<file path="src/rtl/mem_arbiter.sv">
// Two-requester round-robin arbiter/sequencer for the single-port data memory.
// Optional macro MEM_ARB_RANGE_CHECK_EN blocks and flags accesses at addresses >= MEM_WORDS.
module mem_arbiter #(
    parameter int ADDR_W    = 32,
    parameter int DATA_W    = 32,
    parameter int MEM_WORDS = 256
) (
    input  logic              clk,
    input  logic              rst,
    input  logic              m0_req,
    input  logic              m0_we,
    input  logic [ADDR_W-1:0] m0_addr,
    input  logic [DATA_W-1:0] m0_wdata,
    output logic              m0_ack,
    output logic [DATA_W-1:0] m0_rdata,
    output logic              m0_err,
    input  logic              m1_req,
    input  logic              m1_we,
    input  logic [ADDR_W-1:0] m1_addr,
    input  logic [DATA_W-1:0] m1_wdata,
    output logic              m1_ack,
    output logic [DATA_W-1:0] m1_rdata,
    output logic              m1_err,
    output logic [ADDR_W-1:0] mem_addr,
    output logic [DATA_W-1:0] mem_din,
    output logic              mem_we,
    output logic              mem_re,
    input  logic [DATA_W-1:0] mem_dout
);

    typedef enum logic [1:0] {IDLE, ACCESS, RESP} state_t;

`ifdef MEM_ARB_RANGE_CHECK_EN
    localparam bit RANGE_CHECK = 1'b1;
`else
    localparam bit RANGE_CHECK = 1'b0;
`endif

    state_t            state_q, state_d;
    logic [ADDR_W-1:0] addr_q, addr_d;
    logic [DATA_W-1:0] wdata_q, wdata_d;
    logic              we_q, we_d;
    logic              cur_q, cur_d;
    logic              last_q, last_d;
    logic [DATA_W-1:0] rdata0_q, rdata0_d;
    logic [DATA_W-1:0] rdata1_q, rdata1_d;

    logic              grant_en;
    logic              grant_sel;
    logic              oor;
    logic [DATA_W-1:0] rd_val;

    // The latched address stays stable through RESP, so one compare serves both
    // the ACCESS strobe gating and the err flag presented with ack.
    assign oor = RANGE_CHECK && (addr_q >= ADDR_W'(MEM_WORDS));

    always_comb begin
        // NOTE: every signal gets a default before the case so no path leaves a
        // value unassigned, which would otherwise infer a latch.
        state_d   = state_q;
        addr_d    = addr_q;
        wdata_d   = wdata_q;
        we_d      = we_q;
        cur_d     = cur_q;
        last_d    = last_q;
        rdata0_d  = rdata0_q;
        rdata1_d  = rdata1_q;
        grant_en  = 1'b0;
        grant_sel = 1'b0;
        rd_val    = oor ? '0 : mem_dout;

        case (state_q)
            IDLE: begin
                if (m0_req || m1_req) begin
                    grant_en  = 1'b1;
                    grant_sel = (m0_req && m1_req) ? ~last_q : m1_req;
                end
            end
            ACCESS: begin
                state_d = RESP;
                if (!we_q) begin
                    if (cur_q) rdata1_d = rd_val;
                    else       rdata0_d = rd_val;
                end
            end
            RESP: begin
                // The requester being acked is ignored here; only the other may chain.
                if (cur_q ? m0_req : m1_req) begin
                    grant_en  = 1'b1;
                    grant_sel = ~cur_q;
                end else begin
                    state_d = IDLE;
                end
            end
            default: state_d = IDLE;
        endcase

        if (grant_en) begin
            state_d = ACCESS;
            addr_d  = grant_sel ? m1_addr  : m0_addr;
            wdata_d = grant_sel ? m1_wdata : m0_wdata;
            we_d    = grant_sel ? m1_we    : m0_we;
            cur_d   = grant_sel;
            last_d  = grant_sel;
        end
    end

    // NOTE: state registers use non-blocking assignments so all flops update
    // together at the edge regardless of statement order.
    always_ff @(posedge clk or posedge rst) begin
        if (rst) begin
            state_q  <= IDLE;
            addr_q   <= '0;
            wdata_q  <= '0;
            we_q     <= 1'b0;
            cur_q    <= 1'b0;
            last_q   <= 1'b1;
            rdata0_q <= '0;
            rdata1_q <= '0;
        end else begin
            state_q  <= state_d;
            addr_q   <= addr_d;
            wdata_q  <= wdata_d;
            we_q     <= we_d;
            cur_q    <= cur_d;
            last_q   <= last_d;
            rdata0_q <= rdata0_d;
            rdata1_q <= rdata1_d;
        end
    end

    assign mem_addr = addr_q;
    assign mem_din  = wdata_q;
    assign mem_we   = (state_q == ACCESS) &&  we_q && !oor;
    assign mem_re   = (state_q == ACCESS) && !we_q && !oor;

    assign m0_ack   = (state_q == RESP) && !cur_q;
    assign m1_ack   = (state_q == RESP) &&  cur_q;
    assign m0_err   = m0_ack && oor;
    assign m1_err   = m1_ack && oor;
    assign m0_rdata = rdata0_q;
    assign m1_rdata = rdata1_q;

endmodule

</file>
<file path="config.mk">
export PLATFORM = sky130hd
export DESIGN_NAME = mem_arbiter
export DESIGN_NICKNAME = d
export VERILOG_FILES = /design/src/rtl/mem_arbiter.sv
export SDC_FILE = /design/constraint.sdc
export NUM_CORES = 1
export LEC_CHECK = 0
export ABC_CLOCK_PERIOD_IN_PS = 6100
export BUFFER_PORTS_ARGS = -buffer_cell sky130_fd_sc_hd__buf_2
export CORE_MARGIN = 4
export CORE_UTILIZATION = 48
export CTS_CLUSTER_SIZE = 14
export DETAILED_ROUTE_END_ITERATION = 16
export PLACE_DENSITY_LB_ADDON = 0.08
export SYNTH_ARGS = -nofsm -noshare
export SYNTH_HDL_FRONTEND = slang
export SYNTH_SLANG_ARGS = --single-unit
</file>
<file path="constraint.sdc">
create_clock -name clk -period 6.1 [get_ports clk]
set_input_delay 0.61 -clock clk [delete_from_list [all_inputs] [get_ports clk]]
set_output_delay 0.61 -clock clk [all_outputs]
set_load 0.01 [all_outputs]
</file>
==> flow_summary.json <==
{
  "outcome": "complete, no violations",
  "diodes": 0,
  "syn-instance-count": 442,
  "routed_wirelength_mm": 14.5,
  "setup-tns-final_ns": 0,
  "wire_per_inst_um": 16.3,
  "fmax_ghz": 0.383,
  "power_mw": 4.24,
  "dr_total_vias": 4390,
  "area_growth_pct": 39.3,
  "insertion_delay_ns": 0.41,
  "rows": 39,
  "max_cap_viol_count": 0,
  "drtIter0Drc": 243,
  "relSlewSlack": 0.282,
  "ys_types": 20,
  "period_needed_ns": 2.61,
  "antenna_found_initial": 0,
  "grt_pass1_wl_mm": 22.3,
  "worst-path-max-fanout": 51,
  "nets": 900,
  "post-route-util": 0.680,
  "ios": 300,
  "ys_seq_elements": 133,
  "timing.final.crit_share": 0.428,
  "cp-start-kind": "flop",
  "crit_family": "buffers and inverters",
  "rsz0062_at_grt": "false",
  "cts_setup_buffers": 0,
  "yosysSeqAreaShare": 0.599,
  "slew_violations": 0,
  "postRouteAntennaNets": 0,
  "critical_path_arrival_ns": 2.86,
  "crit_buf_inv": 1,
  "ys_warn_count": 0,
  "hold_viol": 0,
  "place_congestion": 0.752,
  "final-setup-viol-count": 0,
  "first_pass_iters": 4,
  "core_um2": 11400,
  "numPortBuffers": 297,
  "ctsHoldBuffers": 0,
  "final_area_um2": 7740,
  "netlist_area_um2": 5560,
  "place_hpwl_mm": 10.7,
  "avgSynthCellArea_um2": 12.6,
  "drc": 0,
  "cts_tree": "yes",
  "via_per_inst": 4.93,
  "fin_worst_skew_ns": 0.00937,
  "cts.sinks": 133,
  "clk_pin_slew_ns": 0.06,
  "first_global_vias": 4475,
  "min_path_type": "primary input to asynchronous set/reset pin",
  "die_x_um": 116,
  "worstPathCellList": "nand2_1 -> o2111ai_4 -> buf_4 -> mux2i_1 -> a21oi_1",
  "cts_resized": 0,
  "dpl_cell_area_um2": 7150,
  "grt_usage": 0.218,
  "globalRouteOverflowTotal": 0,
  "worstPathRequired_ns": 6.35,
  "vdd_drop_max_mv": 0.337,
  "die_h_um": 116,
  "critPathKind": "flop to flop",
  "worst_slew_pin_slew_ns": 1.08,
  "cp_slowest_cell": "buf_4",
  "grt_max_degree": 120,
  "cts_buffers": 17,
  "start_util": 0.489,
  "fillers": 886,
  "drive_gt1_frac": 0.529,
  "cp-end-kind": "flop",
  "htree_num_levels": 4,
  "multiInputGateArea_um2": 2100,
  "power.leakage_nw": 4.07,
  "ff_latch_area_um2": 3330,
  "cts-root-buf": "clkbuf_16",
  "max_stage_delay_ns": 0.77,
  "die_area_um2": 13400,
  "cts.path.max_buffers": 2,
  "p_per_area_nw_per_um2": 549
}
-- path summary, 6_finish.rpt --
kind / from / end / slack, ns / depth (start not counted)
worst max-delay path: last_q$_DFFE_PP1P_ / mem_addr[12]$_DFFE_PP0P_ / 3.49 / 5
worst min-delay path: rst / mem_addr[8]$_DFFE_PP0P_ / 0.26 / 2
worst max register to register: last_q$_DFFE_PP1P_ / mem_addr[12]$_DFFE_PP0P_ / 3.49 / 5
worst min register to register: m1_rdata[30]$_DFFE_PP0P_ / m1_rdata[30]$_DFFE_PP0P_ / 0.48 / 1
max in group asynchronous: rst / m0_rdata[11]$_DFFE_PP0P_ / 4.34 / 3
min in group clk: mem_dout[26] / m0_rdata[26]$_DFFE_PP0P_ / 0.44 / 2
-- stage by stage --
| step | worst slack [ns] | cells | hold slack, ns |
|---|---|---|---|
| 2_1_floorplan | 1.94 | 443 | 0.460 |
| 3_3_place_gp | 3.36 | 858 | 0.465 |
| 3_5_place_dp | 3.32 | 858 | 0.474 |
| 4_1_cts | 3.48 | 890 | 0.280 |
| 5_1_grt | 3.27 | 890 | 0.307 |
| 6_report | 3.49 | 890 | 0.265 |
-- power breakdown --
| group | internal (mW) | leakage [nW] | switching, mW |
|---|---|---|---|
| logic | 0.770 | 2.25 | 0.903 |
| registers | 1.33 | 1.54 | 0.238 |
| clock network | 0.645 | 0.287 | 0.357 |
-- placed cells by master (no fill, tap or decap) --
cell and count:
dfrtp_1 132, bufinv_16 2, clkinv_2 2, clkbuf_16 17, nor4_4 2, clkbuf_8 4
o2111ai_4 1, inv_1 3, nor3_1 1, mux2_1 5, a21oi_1 65, buf_2 297
mux2_2 59, o21ai_0 2, buf_4 5, nand2_1 2, nor2_1 67, a211oi_4 1
dfstp_2 1, and2_1 1, and3_1 2, inv_4 1, clkinvlp_4 1, mux2i_1 66
clkinv_4 2, clkbuf_1 4, conb_1 2
-- area by class of cell --
class	count	share of cell area
clock buffers	25	0.0640
clock inverters	7	0.0123
inverters	4	0.00226
multi-input cells	276	0.271
flip-flops and latches	133	0.430
well taps	143	0.0231
repair buffers	302	0.197
-- kinds of logic (layout without fill, tap and decap cells) --
| logic type | Yosys count | in the layout | synth area share |
|---|---|---|---|
| AO/OA/AOI/OAI | 69 | 69 | 0.0642 |
| multiplexers | 130 | 130 | 0.249 |
| buffers and inverters | 34 | 338 | 0.0318 |
| AND/OR/NAND/NOR | 75 | 75 | 0.0554 |
| other | 1 | 2 | 0.000675 |
| flip-flops | 133 | 133 | 0.599 |
-- flip-flops by register name (all words and copies together) (netlist names) --
name and count:
m0_rdata 32, m1_rdata 32, mem_addr 32, mem_din 32, state_q 2, cur_q 1
last_q 1, we_q 1
-- Yosys cell counts --
cell type | count | area share
clkbuf_1 | 5 | 0.0034
and3_1 | 2 | 0.0023
buf_4 | 7 | 0.0095
a211oi_2 | 1 | 0.0023
conb_1 | 1 | 0.00068
o2111ai_1 | 1 | 0.0016
mux2_1 | 5 | 0.010
dfrtp_1 | 132 | 0.59
nor3_1 | 1 | 0.00090
mux2_2 | 59 | 0.12
buf_2 | 18 | 0.016
and2_1 | 1 | 0.0011
nand2_1 | 2 | 0.0014
a21oi_1 | 65 | 0.059
o21ai_0 | 2 | 0.0018
nor2_1 | 67 | 0.045
nor4_2 | 2 | 0.0045
mux2i_1 | 66 | 0.12
inv_1 | 4 | 0.0027
dfstp_2 | 1 | 0.0047
-- layer usage --
metal,GRT usage,vias up,routed length (µm),share of wire
met2,0.378,181,7640,0.53
met1,0.249,2064,5400,0.37
met4,0.0829,0,269,0.019
met3,0.0731,22,1180,0.082
met5,0,-,0,0
li1,-,2123,-,-
Note: power is estimated with default switching activity, not from simulation.
